$ cat src/rtl/serial_frame_tx.sv
// serial_frame_tx
//   Frames a DATA_W-bit word onto a single idle-high serial line as
//   start(0), data LSB first, optional even-parity bit, stop(1).
//   Every bit is held for CLKS_PER_BIT clocks.
//
// Ports
//   clk       rising-edge clock
//   rst_n     asynchronous active-low reset
//   tx_valid  a word is offered (only looked at in IDLE)
//   tx_data   word to send, captured on the accept edge
//   tx_ready  block can accept a word (IDLE only)
//   tx_serial registered serial line, idle high
//   tx_busy   a frame is in progress (~tx_ready)
//   tx_done   one-cycle pulse on the first IDLE cycle after STOP
module serial_frame_tx #(
    parameter int DATA_W       = 8,
    parameter int CLKS_PER_BIT = 4,
    parameter int PARITY_EN    = 1
) (
    input  logic              clk,
    input  logic              rst_n,
    input  logic              tx_valid,
    input  logic [DATA_W-1:0] tx_data,
    output logic              tx_ready,
    output logic              tx_serial,
    output logic              tx_busy,
    output logic              tx_done
);

    localparam int                IDX_W    = $clog2(DATA_W + 1);
    localparam logic [7:0]        LAST_CNT = 8'(CLKS_PER_BIT - 1);
    localparam logic [IDX_W-1:0]  LAST_IDX = IDX_W'(DATA_W - 1);

    typedef enum logic [2:0] {IDLE, START, DATA, PARITY, STOP} state_t;

    state_t             r_state,  w_state_nx;
    logic [7:0]         r_cnt,    w_cnt_nx;
    logic [IDX_W-1:0]   r_idx,    w_idx_nx;
    logic [DATA_W-1:0]  r_shift,  w_shift_nx;
    logic               r_par,    w_par_nx;
    logic               r_serial, w_serial_nx;
    logic               r_done,   w_done_nx;
    logic               w_bit_end;

    // Last clock of the current bit period.
    assign w_bit_end = (r_cnt == LAST_CNT);

    always_ff @(posedge clk or negedge rst_n) begin
        if (!rst_n) begin
            r_state  <= IDLE;
            r_cnt    <= '0;
            r_idx    <= '0;
            r_shift  <= '0;
            r_par    <= 1'b0;
            r_serial <= 1'b1;
            r_done   <= 1'b0;
        end else begin
            r_state  <= w_state_nx;
            r_cnt    <= w_cnt_nx;
            r_idx    <= w_idx_nx;
            r_shift  <= w_shift_nx;
            r_par    <= w_par_nx;
            r_serial <= w_serial_nx;
            r_done   <= w_done_nx;
        end
    end

    // The serial line is registered, so the value for each state is
    // computed here on the transition into it; that gives the start bit
    // on the line in the cycle right after the accept edge.
    always_comb begin
        w_state_nx  = r_state;
        w_cnt_nx    = r_cnt;
        w_idx_nx    = r_idx;
        w_shift_nx  = r_shift;
        w_par_nx    = r_par;
        w_serial_nx = r_serial;
        w_done_nx   = 1'b0;
        case (r_state)
            IDLE: begin
                w_serial_nx = 1'b1;
                if (tx_valid) begin
                    w_state_nx  = START;
                    w_cnt_nx    = '0;
                    w_idx_nx    = '0;
                    w_shift_nx  = tx_data;
                    w_par_nx    = ^tx_data;
                    w_serial_nx = 1'b0;
                end
            end
            START: begin
                if (w_bit_end) begin
                    w_state_nx  = DATA;
                    w_cnt_nx    = '0;
                    w_serial_nx = r_shift[0];
                end else begin
                    w_cnt_nx = r_cnt + 8'd1;
                end
            end
            DATA: begin
                if (w_bit_end) begin
                    w_cnt_nx = '0;
                    if (r_idx == LAST_IDX) begin
                        if (PARITY_EN != 0) begin
                            w_state_nx  = PARITY;
                            w_serial_nx = r_par;
                        end else begin
                            w_state_nx  = STOP;
                            w_serial_nx = 1'b1;
                        end
                    end else begin
                        w_idx_nx    = r_idx + 1'b1;
                        w_shift_nx  = r_shift >> 1;
                        w_serial_nx = w_shift_nx[0];
                    end
                end else begin
                    w_cnt_nx = r_cnt + 8'd1;
                end
            end
            PARITY: begin
                if (w_bit_end) begin
                    w_state_nx  = STOP;
                    w_cnt_nx    = '0;
                    w_serial_nx = 1'b1;
                end else begin
                    w_cnt_nx = r_cnt + 8'd1;
                end
            end
            STOP: begin
                if (w_bit_end) begin
                    w_state_nx  = IDLE;
                    w_cnt_nx    = '0;
                    w_serial_nx = 1'b1;
                    w_done_nx   = 1'b1;
                end else begin
                    w_cnt_nx = r_cnt + 8'd1;
                end
            end
            default: begin
                w_state_nx  = IDLE;
                w_cnt_nx    = '0;
                w_serial_nx = 1'b1;
            end
        endcase
    end

    assign tx_ready  = (r_state == IDLE);
    assign tx_busy   = ~tx_ready;
    assign tx_serial = r_serial;
    assign tx_done   = r_done;

endmodule

$ cat config.mk
export PLATFORM = sky130hd
export DESIGN_NAME = serial_frame_tx
export DESIGN_NICKNAME = d
export VERILOG_FILES = /design/src/rtl/serial_frame_tx.sv
export SDC_FILE = /design/constraint.sdc
export NUM_CORES = 1
export LEC_CHECK = 0
export CAP_MARGIN = 10
export CORE_MARGIN = 4
export CORE_UTILIZATION = 45
export CTS_CLUSTER_DIAMETER = 40
export CTS_CLUSTER_SIZE = 12
export DETAILED_ROUTE_END_ITERATION = 8
export PLACE_DENSITY = 0.67
export SYNTH_ARGS = -nofsm -noshare
export SYNTH_HDL_FRONTEND = slang
export SYNTH_SLANG_ARGS = --single-unit
$ cat constraint.sdc
create_clock -name clk -period 2.63 [get_ports clk]
set_clock_uncertainty 0.15 [all_clocks]
set_input_delay 0.526 -clock clk [delete_from_list [all_inputs] [get_ports clk]]
set_output_delay 0.526 -clock clk [all_outputs]
set_load 0.1 [all_outputs]
==> Yosys cells after proc, flatten, opt, wreduce, memory -nomap -nowiden <==
Index checks and enable logic that the tools add are counted.
{ "op_classes": {"n_addsub": 2, "eq_ne": 14, "muxes": 26, "n_bitwise": 1, "reduce_logical": 9} }
{ "ops": {"columns": ["operator", "n"], "rows": [
  ["$mux 8", 5],
  ["$pmux 8 s2", 2],
  ["$mux 3", 6],
  ["$pmux 3 s5", 1],
  ["$ne 2x2->1 const B", 7],
  ["$mux 4", 3],
  ["$add 8x1->8 const B", 1],
  ["$eq 8x2->1 const B", 1],
  ["$pmux 4 s2", 1],
  ["$reduce_xor 8->1", 1],
  ["$mux 1", 7],
  ["$eq 3x2->1 const B", 2],
  ["$reduce_and 6->1", 1],
  ["$add 4x1->4 const B", 1],
  ["$eq 4x3->1 const B", 1],
  ["$pmux 1 s4", 1],
  ["$reduce_and 4->1", 1],
  ["$reduce_or 4->1", 1],
  ["$eq 3x1->1 const B", 1],
  ["$eq 3x3->1 const B", 1],
  ["$logic_not 3->1", 1],
  ["$reduce_and 3->1", 1],
  ["$ne 2x1->1 const B", 1],
  ["$reduce_and 2->1", 1],
  ["3 further kinds", 3]
]} }
{ "word_totals": {"regBits": 26, "inputBits": 11, "output_inout_bits": 4, "elab_cells": 59} }

==> Depth between registers and ports, before layout <==
{ "logic_depth": {"word_depth": 4, "depth_mapped": 6, "mapped_depth_nobuf": 5} }

==> Worst setup path before layout <==
No wires, ideal clock.
{ "synth_timing": {"path_kind": "reg-to-output", "startpoint": "reg r_state[1]", "endpoint": "out tx_busy", "arrival_ps": 3959, "t_required_ps": 1954, "slack_ps": -2005, "path_stages_with_launch": 4, "path_buffers": 1, "cell_sequence": "dfrtp_1 -> buf_4 -> nor3_1 -> inv_1"} }
{ "synth_between": {"elab_chain_cells": 2} }
{ "synth_lines": {"columns": ["item", "line_no", "text"], "rows": [
  ["start: declaration", "36", "state_t r_state, w_state_nx;"],
  ["start signal: assignment", "58", "r_state <= w_state_nx;"],
  ["$logic_not 3->1", "147", "assign tx_ready = (r_state == IDLE);"],
  ["net tx_ready", "24", "output logic tx_ready,"],
  ["$not 1->1", "148", "assign tx_busy = ~tx_ready;"],
  ["end: declaration", "26", "output logic tx_busy,"]
]} }
The timed path passes the listed nets, and every way through them passes these cells.

==> Worst setup path after layout <==
{ "layout_timing": {"startpoint": "reg r_cnt[0]", "endpoint": "reg r_shift[0]"} }
{ "layout_between": {"elab_chain_cells": 3} }
{ "layout_lines": {"columns": ["item", "line_no", "text"], "rows": [
  ["start: declaration", "37", "logic [7:0] r_cnt, w_cnt_nx;"],
  ["start signal: assignment", "59", "r_cnt <= w_cnt_nx;"],
  ["$eq 8x2->1", "46", "assign w_bit_end = (r_cnt == LAST_CNT);"],
  ["$ne 2x2->1 (no line)", null, null],
  ["$reduce_and 4->1 (no line)", null, null],
  ["end signal: assignment", "61", "r_shift <= w_shift_nx;"],
  ["end: declaration", "39", "logic [DATA_W-1:0] r_shift, w_shift_nx;"]
]} }
No other way between the ends.
A chain may end at the register's enable or synchronous reset.

==> metrics.md <==
| Metric | Value |
|---|---|
| Status | completed |
| Worst slew pin tran | ~540 ps |
| DRT antenna net count | 0 |
| Leakage | roughly 0.67 nW |
| Die area | 4300 um^2 |
| Overflow after GRT | 0 |
| CTS tree | done |
| Worst path cell trace | ha_1 -> nor4b_4 -> nand2_4 -> a22oi_4 -> mux2_2 |
| Dpl cells | 198 |
| Max cap viols | 0 |
| Initial Utilization | 48.1% |
| Post-route insts no fill | 202 |
| Clock Power Share | 11.0% |
| CP arrival | 2350 ps |
| Core area | 3100 um^2 |
| PortBufs | 14 |
| Synth Area per Inst | 10.4 um^2 |
| First-pass GRT wire length | 4870 um |
| Vias in the first global route | 1,033 |
| Avg WL per Cell | 13.2 um |
| # hold bufs at CTS | 0 |
| Pin count of the biggest net entering global routing | 17 |
| DRC viols | 0 |
| Filler cells | approximately 300 |
| Post-Syn Area | 1490 um^2 |
| FF+latch count, synth | 26 |
| P_sw | 777 uW |
| Share of post-route cells with drive strength above 1 | between 20% and 30% |
| Distinct cells, synth | 41 |
| Max Buffers Root-to-Sink | 2 |
| RSZ-0062 raised after global routing | false |
| Core Rows | 20 |
| Clock Pin Slew Worst Setup and Hold Paths | 140 ps |
| Commonest non-fill, non-tap cell in the layout | dfrtp_1 |
| Sequential area share after synthesis | between 40% and 50% |
| PostCTS Resize Cnt | 0 |
| P_int | a little over 1 mW |
| 1st-iter DRT viols | 58 |
| Most used DFF post-synth | dfrtp_1 |
| Slew Limit Fails | 0 |
| Slew margin rel. | 63.9% |
| Worst hold slack | 370 ps |
| Nets | 172 |
| Die Ht | 65.6 um |
| Gpl congestion | 0.878 |
| VDD IR max | 393 uV |
| Critical path peak fanout | 10 |
| Slowest CP cell | dfrtp_1 |
| Power Density | 1050 nW/um^2 |
| Net Count, Synth | 156 |
| R2R setup slack | around 340 ps |
| Most frequent cells in the layout | dfrtp_1, nand2_1, mux2_2, xnor2_1, nor2_1 |
| Setup violators final | 0 |
| Pre-antenna DRT Iters | 4 |
| Clk_lat worst skew | between 300 and 400 ps |
| Total GRT Usage | 14.3% |
| CTS Sinks | 26 |
| Worst Path Required | 2690 ps |
| Routed WL | roughly 2700 um |
| Final-report hold violation count | 0 |
| Crit Path Class | register to register |
| Antenna cells | 0 |
| Minimum clock period | 2290 ps |
| Slowest stage delay, CP | 480 ps |
| Synthesized instance count | 143 |
| H-tree Lvls | 1 |
| Hold crit path type | register to register |
| Setup Buffers After CTS | 0 |
| Final HPWL DP | 2020 um |
| Vias per cell | 5.27 |
| Warnings, synthesis | 0 |
| Final core occ | 55.6% |
| I/O pin cnt | 15 |
| Area Growth Syn to Fin | 15.5% |
| Width of the die | 65.6 um |
| Crit end category | register |
| Kind of launch point of the worst setup path | register |
| Post-synth EDFFs | 0 |
| Via count | 1,065 |
| Async SR Flop Fraction | 100% |
| Sw Share | 43.0% |
| Fmax | 437 MHz |
| Period Utilization, post-route | 87.0% |
| Clk root buf | clkbuf_4 |
| Gate power share | about half |
| CTS Buf Count | 3 |
| Reg power frac | ~40% |
| Initial antenna violation count | 0 |
routing by layer:
layer / global-route usage [%] / share of wire (%) / vias up
met2: 22.3 / 46 / 8
met5: 0 / 0 / -
met1: 20.7 / 51 / 519
met3: 2.74 / 2.5 / 2
li1: - / - / 536
met4: 3.11 / 0.45 / 0
worst max-delay path, delay by kind of cell (launching register included):
family | cells | cell delay [ps]
DFF | 1 | 480
adders and majority gates | 1 | 260
muxes | 1 | 380
and+or+nand+nor | 2 | 530
AOI/OAI and AO/OA | 1 | 390
stage by stage:
step	TNS, ps	instance area [um^2]	total power, mW	setup WS (ps)
floorplan	-84.7	1500	1.43	-84.7
global placement	0	1690	1.60	417
detailed placement	0	1690	1.62	376
CTS	0	1720	1.82	331
global route	0	1720	1.95	180
finish	0	1720	1.81	343
power by group through the flow:
| stage | combinational, mW | clock [mW] | sequential, mW |
|---|---|---|---|
| 3_3_place_gp | 0.880 | 0 | 0.717 |
| 6_report | 0.894 | 0.199 | 0.713 |
| 3_5_place_dp | 0.902 | 0 | 0.719 |
| 4_1_cts | 0.904 | 0.204 | 0.713 |
| 5_1_grt | 0.986 | 0.228 | 0.737 |
| 2_1_floorplan | 0.727 | 0 | 0.701 |
flip-flops by register name, indices dropped and copies added (netlist names):
signal and count:
r_cnt 8, tx_serial 1, tx_done 1, r_idx 4, r_shift 8, r_state 3, r_par 1
kinds of logic (layout without fill, tap and decap cells):
kind of cell / after synthesis / count (layout) / synth area share [%]
buf+inv: 11 / 26 / 3.69
fa+ha+maj: 2 / 2 / 1.68
mux: 15 / 15 / 11.2
xor+xnor: 15 / 15 / 8.80
flops: 26 / 26 / 43.7
compound gates: 21 / 21 / 10.4
simple gates: 53 / 53 / 20.5
worst paths after layout:
path	start	to	depth (start not counted)
worst max-delay path	r_cnt[0]$_DFFE_PN0N_	r_shift[0]$_DFFE_PN0P_	5
worst min-delay path	r_shift[4]$_DFFE_PN0P_	r_shift[4]$_DFFE_PN0P_	1
worst max register to register	r_cnt[0]$_DFFE_PN0N_	r_shift[0]$_DFFE_PN0P_	5
worst min register to register	r_shift[4]$_DFFE_PN0P_	r_shift[4]$_DFFE_PN0P_	1
max in group asynchronous	rst_n	r_shift[0]$_DFFE_PN0P_	2
min in group asynchronous	rst_n	r_state[0]$_DFFE_PN0P_	1
final cells by class:
class	count	area (um^2)	share of cell area, %
clock buffers	4	36.3	2.10
inverters	5	18.8	1.09
multi-input cells	106	797	46.2
flip-flops and latches	26	652	37.8
well taps	44	55.1	3.19
repair buffers	17	165	9.58
cells in the mapped netlist (all sizes together) (3+ instances only):
cell type	number	area, um^2
dfrtp	25	626
xor2	3	26.3
nor3	6	35.0
mux2	14	158
buf	4	28.8
o21ai	3	15.0
nor2	11	41.3
nor4b	3	41.3
a21oi	5	25.0
inv	5	18.8
xnor2	12	105
nand2	17	71.3
nand3	3	15.0
a31oi	3	18.8
Note: power is estimated with default switching activity, not from simulation.
